--- src/rtl/inst_loader_pkg.sv ---
// rtl/inst_loader_pkg.sv - shared types and helpers for the instruction loader
package inst_loader_pkg;

    localparam int BYTE_WIDTH = 8;

    typedef enum logic [2:0] {
        IDLE,
        LEN,
        HI,
        LO,
        WRITE,
        CHK,
        DONE,
        ERR
    } state_t;

    // A program must hold at least one instruction and fit in instruction memory.
    function automatic logic len_legal(input logic [BYTE_WIDTH-1:0] n, input int mem_number);
        return (n != '0) && (32'(n) <= mem_number);
    endfunction

endpackage

--- src/rtl/inst_loader.sv ---
// rtl/inst_loader.sv - byte-stream program loader feeding the CPU instruction-memory write port
module inst_loader
    import inst_loader_pkg::*;
#(
    parameter int ISA_WIDTH      = 16,
    parameter int MEM_ADDR_WIDTH = 5,
    parameter int MEM_NUMBER     = 32
) (
    input  logic                      Clk_i,
    input  logic                      Rst_i,
    input  logic                      Start_i,
    input  logic                      Byte_valid_i,
    input  logic [BYTE_WIDTH-1:0]     Byte_data_i,
    output logic                      Byte_ready_o,
    output logic                      Inst_wen_o,
    output logic [MEM_ADDR_WIDTH-1:0] Inst_addr_o,
    output logic [ISA_WIDTH-1:0]      Input_inst_o,
    output logic                      Cpu_rst_n_o,
    output logic                      Done_o,
    output logic                      Err_o
);

    state_t                  state;
    logic [BYTE_WIDTH-1:0]   len;
    logic [BYTE_WIDTH-1:0]   hi_byte;
    logic [BYTE_WIDTH-1:0]   xor_acc;
    logic [MEM_ADDR_WIDTH-1:0] idx;
    logic                    accept;
    logic                    idx_last;

    assign accept   = Byte_valid_i && Byte_ready_o;
    assign idx_last = ({{(BYTE_WIDTH-MEM_ADDR_WIDTH){1'b0}}, idx} == (len - 8'd1));

    // Byte_ready_o is registered alongside the state so it is high exactly in LEN/HI/LO/CHK.
    always_ff @(posedge Clk_i or posedge Rst_i) begin
        if (Rst_i) begin
            state        <= IDLE;
            len          <= '0;
            hi_byte      <= '0;
            xor_acc      <= '0;
            idx          <= '0;
            Byte_ready_o <= 1'b0;
            Inst_wen_o   <= 1'b0;
            Inst_addr_o  <= '0;
            Input_inst_o <= '0;
            Cpu_rst_n_o  <= 1'b0;
            Done_o       <= 1'b0;
            Err_o        <= 1'b0;
        end else begin
            case (state)
                IDLE, DONE, ERR: begin
                    if (Start_i) begin
                        state        <= LEN;
                        Byte_ready_o <= 1'b1;
                        Done_o       <= 1'b0;
                        Err_o        <= 1'b0;
                        Cpu_rst_n_o  <= 1'b0;
                    end
                end
                LEN: begin
                    if (accept) begin
                        len <= Byte_data_i;
                        if (len_legal(Byte_data_i, MEM_NUMBER)) begin
                            idx     <= '0;
                            xor_acc <= '0;
                            state   <= HI;
                        end else begin
                            state        <= ERR;
                            Byte_ready_o <= 1'b0;
                            Err_o        <= 1'b1;
                            Cpu_rst_n_o  <= 1'b0;
                        end
                    end
                end
                HI: begin
                    if (accept) begin
                        hi_byte <= Byte_data_i;
                        xor_acc <= xor_acc ^ Byte_data_i;
                        state   <= LO;
                    end
                end
                LO: begin
                    if (accept) begin
                        Input_inst_o <= {hi_byte, Byte_data_i};
                        Inst_addr_o  <= idx;
                        xor_acc      <= xor_acc ^ Byte_data_i;
                        Inst_wen_o   <= 1'b1;
                        Byte_ready_o <= 1'b0;
                        state        <= WRITE;
                    end
                end
                WRITE: begin
                    Inst_wen_o   <= 1'b0;
                    Byte_ready_o <= 1'b1;
                    if (idx_last) begin
                        state <= CHK;
                    end else begin
                        idx   <= idx + 1'b1;
                        state <= HI;
                    end
                end
                CHK: begin
                    if (accept) begin
                        Byte_ready_o <= 1'b0;
                        if (Byte_data_i == xor_acc) begin
                            state       <= DONE;
                            Done_o      <= 1'b1;
                            Cpu_rst_n_o <= 1'b1;
                        end else begin
                            state       <= ERR;
                            Err_o       <= 1'b1;
                            Cpu_rst_n_o <= 1'b0;
                        end
                    end
                end
                default: begin
                    state        <= IDLE;
                    Byte_ready_o <= 1'b0;
                    Inst_wen_o   <= 1'b0;
                end
            endcase
        end
    end

endmodule

--- config.mk ---
export PLATFORM = sky130hd
export DESIGN_NAME = inst_loader
export DESIGN_NICKNAME = d
export VERILOG_FILES = /design/src/rtl/inst_loader_pkg.sv /design/src/rtl/inst_loader.sv
export SDC_FILE = /design/constraint.sdc
export NUM_CORES = 1
export LEC_CHECK = 0
export CAP_MARGIN = 10
export CORE_AREA = 2 2 78 117
export CTS_BUF_LIST = sky130_fd_sc_hd__clkbuf_4 sky130_fd_sc_hd__clkbuf_8
export DETAILED_ROUTE_END_ITERATION = 8
export DIE_AREA = 0 0 80 119
export RECOVER_POWER = 100
export SYNTH_ARGS = -nofsm -noshare
export SYNTH_HDL_FRONTEND = slang
export SYNTH_SLANG_ARGS = --single-unit
--- constraint.sdc ---
create_clock -name Clk_i -period 3.09 [get_ports Clk_i]
set_clock_uncertainty 0.2 [all_clocks]
set_input_delay 0.618 -clock Clk_i [delete_from_list [all_inputs] [get_ports Clk_i]]
set_output_delay 0.618 -clock Clk_i [all_outputs]
set_load 0.03 [all_outputs]
# Word level (Yosys, flattened, before mapping)
# Cells that the tools add are included.
# totals
memories	0
word_cells	97
ff_bits	58
romBits	0
ramBits	0
input_bits	12
latchBits	0
# op_classes
n_addsub	2
shift	0
mux	36
eq_ne	21
n_reduce_logical	24
bitwise_logic	1
magnitude_cmp	1
div_mod_pow	0
mul	0
# op_table
operator	n
8-bit two-way mux	3
3-bit two-way mux	7
2-bit inequality test (second input constant)	10
3-bit case mux with 6 select lines	1
8-bit case mux with 2 select lines	1
1-bit two-way mux	15
5-bit two-way mux	3
5-bit AND reduction	3
3-bit equality test (second input constant)	4
4-bit AND reduction	3
5-bit case mux with 2 select lines	1
5-bit by 8-bit equality test with 1-bit output	1
8-bit equality test	1
8-bit by 6-bit less-or-equal comparator with 1-bit output (second input constant)	1
2-bit AND reduction	4
2-bit nonzero test	4
8-bit nonzero test	1
8-bit by 1-bit subtractor with 8-bit output (second input constant)	1
8-bit XOR	1
3-bit by 2-bit equality test with 1-bit output (second input constant)	2
1-bit case mux with 3 select lines	2
6-bit AND reduction	1
5-bit by 1-bit adder with 5-bit output (second input constant)	1
2-bit by 1-bit inequality test with 1-bit output (second input constant)	2
other kinds (9)	12

# Depth between registers and ports, before layout
# logic_depth
word_depth	5
mapped_depth	8
depth_no_buf	8

# Worst setup path before layout
# No wires, ideal clock.
# synth_timing
path_type	input -> register
from	in Byte_data_i[1]
to	reg Cpu_rst_n_o
t_required_ps	2765
path_buffers	0
path_slack_ps	470
path_stages	5
arrival_ps	2295
cell_sequence	or4_1 or3_1 and3_1 o31ai_1 mux2_2
# synth_between
elab_chain_len	4
# synth_lines
item	line	rtl
start: declaration	inst_loader.sv:13	input logic [BYTE_WIDTH-1:0] Byte_data_i,
8-bit by 6-bit less-or-equal comparator with 1-bit output, or another cell as far along	inst_loader_pkg.sv:19	return (n != '0) && (32'(n) <= mem_number);
1-bit logical AND / 1-bit two-way mux (equally long branches)	inst_loader_pkg.sv:19, inst_loader.sv:105	
2-bit inequality test (no source line) / 1-bit two-way mux (equally long branches)	--	
5-bit AND reduction (no source line) / 1-bit case mux with 3 select lines (equally long branches)	--	
end signal: assignment	inst_loader.sv:46	Cpu_rst_n_o <= 1'b0;
end signal: assignment	inst_loader.sv:57	Cpu_rst_n_o <= 1'b0;
end signal: assignment	inst_loader.sv:71	Cpu_rst_n_o <= 1'b0;
end: declaration	inst_loader.sv:18	output logic Cpu_rst_n_o,
# Parallel ways exist; a longest one is shown, timed or not. The select of a mux whose other input is x is not followed.
# A chain may end at the register's enable or synchronous reset.

# Worst setup path in the final report
# Same ends and word-level chain as after synthesis.

==> impl_metrics.py <==
metrics = {
    "timing": {
        "hold_violations": 0,
        "relSlewSlack": 0.3989,
        "drv_slew": 0,
        "finalCriticalPeriod_ns": 2.831,
        "post-route-worst-setup-slack_ns": 0.2592,
        "finalSetupViolations": 0,
        "fmax_mhz": 353.3,
        "rsz0062_at_grt": "false",
        "finalCritPeriodShare": 0.9161,
        "fin_setup_tns_ns": 0,
        "worstMarginPinSlew_ns": 0.9007,
        "holdWs_ns": 0.2962,
    },
    "route": {
        "drt-wirelength-per-cell_um": 14.58,
        "totalWireLength_mm": 6.372,
        "viasPerCell": 5.050,
        "via_count": 2207,
        "dr.pass1.iters": 4,
        "drc": 0,
        "first_iter_violations": 185,
        "ant_nets": 0,
    },
    "setup_path": {
        "slowest_stage": "or4_1",
        "cp_top_family": "simple AND/OR/NAND/NOR gates",
        "cp.required_ns": 3.13,
        "r2r-end": "state[1]",
        "crit_chain": "clkdlybuf4s50_1 -> or4_1 -> or3_1 -> and3_1 -> o31ai_1 -> mux2_2",
        "worst_r2r_path_depth": 6,
        "cp_data_arrival_time_ns": 2.87,
        "criticalPathCategory": "input pin to register",
        "critPathBufInv": 1,
        "crit_path_end": "Cpu_rst_n_o",
        "r2r-start": "len[0]",
        "start_kind": "input pin",
        "cp-startpoint": "Byte_data_i[1]",
        "rrSetupSlack_ns": 0.46,
        "max_stage_delay_ns": 0.59,
        "critPathCaptureType": "register",
        "path_max_fanout": 2,
        "worst-path-stages": 6,
    },
    "final_layout": {
        "antenna_cells": 0,
        "final_nets": 337,
        "fill_cells": 886,
        "syn2layout_area_growth_pct": 24.79,
        "layout-drive-gt1-share": 0.1743,
        "ff_latch_area_um2": 1451,
        "multi_input_area_um2": 1281,
        "finish.instance_area_um2": 3515,
        "utilization": 0.4078,
        "layout.cells.non_filler": 437,
    },
    "yosys": {
        "ys_ff_latch": 58,
        "syn_inst": 276,
        "synth_edf_count": 0,
        "yosysUniqueCellTypes": 43,
        "synth_area_um2": 2816,
        "synthArstFlopShare": 1.000,
        "seq_area_frac_synth": 0.5153,
        "synth_nets": 290,
        "postSynthAreaPerCell_um2": 10.20,
        "ys.flop_type": "dfrtp_1",
        "yosysWarnings": 0,
    },
    "floorplan": {
        "dieHeight_um": 119,
        "start_util": 0.3268,
        "die_w_um": 80,
        "rows": 42,
        "pin_count": 38,
        "core-area_um2": 8618,
        "die-area_um2": 9520,
    },
    "power": {
        "p_sw_mw": 0.3269,
        "ir_drop_uv": 296.3,
        "p_int_mw": 1.117,
        "combinationalPowerShare": 0.041,
        "p_leak_nw": 1.645,
        "clock_power_share": 0.433,
        "power.density_nw_per_um2": 410.9,
        "power.share.switching": 0.2264,
        "power_mw": 1.444,
        "pwr-share-seq": 0.526,
    },
    "cts": {
        "cts.clk_slew.worst_paths_ns": 0.07,
        "post-cts-setup-buffers": 0,
        "worstSkewPairLatency_ns": 0.35,
        "tritoncts": "yes",
        "cts_buffers": 9,
        "cts-root-buf": "clkbuf_8",
        "cts_resized": 0,
        "cts_buffer_depth": 2,
        "h-tree-depth": 3,
        "clock_sinks": 58,
        "hold_buffers": 0,
    },
    "grt": {
        "grt_overflow": 0,
        "grt_usage": 0.1480,
        "antenna_found_initial": 0,
        "grt_max_degree": 36,
        "grt_pass1_vias": 2189,
        "grt_pass1_wl_mm": 10.79,
    },
    "placed_design": {
        "dpl_cell_area_um2": 3376,
        "dpl.cell_count": 422,
        "place.gp.congestion": 0.8879,
        "portBuffers": 37,
        "dp_hpwl_mm": 4.536,
        "place_ws_ns": -0.1255,
    },
    "status": {
        "status": "finished, final reports clean",
    },
    "run": {
        "cap_viol_max_count": 0,
    },
    "min_path": {
        "hold_path.class": "register to register",
    },
}
[per-layer routing]
layer | track usage | routed length [um] | up-vias
li1 | - | - | 1056
met1 | 0.1712 | 2658 | 1101
met2 | 0.2411 | 3337 | 41
met3 | 0.04621 | 246 | 9
met4 | 0.07733 | 130 | 0
met5 | 0 | 0 | -
[power groups by stage]
stage / combinational [mW] / sequential [mW] / clock (mW)
2_1_floorplan: 0.0241 / 0.773 / 0
5_1_grt: 0.0661 / 0.759 / 0.683
3_3_place_gp: 0.0652 / 0.773 / 0
3_5_place_dp: 0.0651 / 0.773 / 0
4_1_cts: 0.0654 / 0.759 / 0.645
6_report: 0.0596 / 0.760 / 0.625
[cells in the final DEF (no fill, tap or decap), types with 3 or more instances in the layout]
cell type / count
nand2_1: 46
clkinv_2: 3
inv_1: 9
nand2b_1: 4
a21oi_1: 3
dlygate4sd3_1: 29
nor2_1: 24
clkbuf_1: 3
xnor2_1: 13
or3_1: 3
dfrtp_1: 58
a31oi_1: 3
clkbuf_8: 11
buf_4: 6
nor3_1: 3
nand3_1: 3
nand4_1: 4
mux2_2: 30
o21ai_0: 25
clkdlybuf4s50_1: 8
mux2i_1: 4
a21boi_0: 3
[Yosys cell counts, types with 2 or more instances]
cell type,n,area (um^2)
a22oi_1,2,15.01
clkbuf_1,10,37.54
o22ai_1,2,12.51
nand4_1,4,25.02
a21boi_0,2,15.01
mux2_2,30,337.8
or4_1,2,15.01
a41oi_1,2,17.52
nor3_1,2,10.01
nor3_2,2,20.02
nand2b_1,4,25.02
inv_1,9,33.78
nor2_1,25,93.84
nand3_1,3,15.01
xnor2_1,13,113.9
mux2i_1,4,40.04
o21ai_0,25,125.1
nand2_1,46,172.7
a31oi_1,3,18.77
or3_1,3,18.77
ha_1,2,25.02
a21oi_1,3,15.01
dfrtp_1,58,1451
[state kept, by name, indices dropped and copies added (netlist names), 3 cells and up]
name and count:
len 8, hi_byte 8, Input_inst_o 16, Inst_addr_o 5, xor_acc 8, idx 5
state 3
[kinds of logic after synthesis]
family	after synthesis	share of synthesized area
buffers and inverters	21	0.02843
adder cells (fa/ha/maj)	2	0.008884
XOR/XNOR	14	0.04354
AO/OA/AOI/OAI	49	0.1084
AND/OR/NAND/NOR	98	0.1613
multiplexers	34	0.1342
flip-flops	58	0.5153
[cell type report]
cell class | count | share of cell area
Clock buffer | 12 | 0.04521
Clock inverter | 3 | 0.004272
Inverter | 9 | 0.009612
Multi-Input combinational cell | 197 | 0.3645
Sequential cell | 58 | 0.4130
Tap cell | 110 | 0.03916
Timing Repair Buffer | 48 | 0.1242
[worst min path at each step]
stage	startpoint	endpoint	slack, ns	depth (start not counted)
6_report	Input_inst_o[11]	Input_inst_o[11]	0.30	1
5_1_grt	Input_inst_o[2]	Input_inst_o[2]	0.32	1
4_1_cts	xor_acc[4]	xor_acc[4]	0.31	1
3_5_place_dp	hi_byte[2]	hi_byte[2]	0.29	1
3_3_place_gp	hi_byte[0]	Input_inst_o[8]	0.28	1
2_1_floorplan	xor_acc[1]	xor_acc[1]	0.27	1
Note: power is estimated with default switching activity, not from simulation.
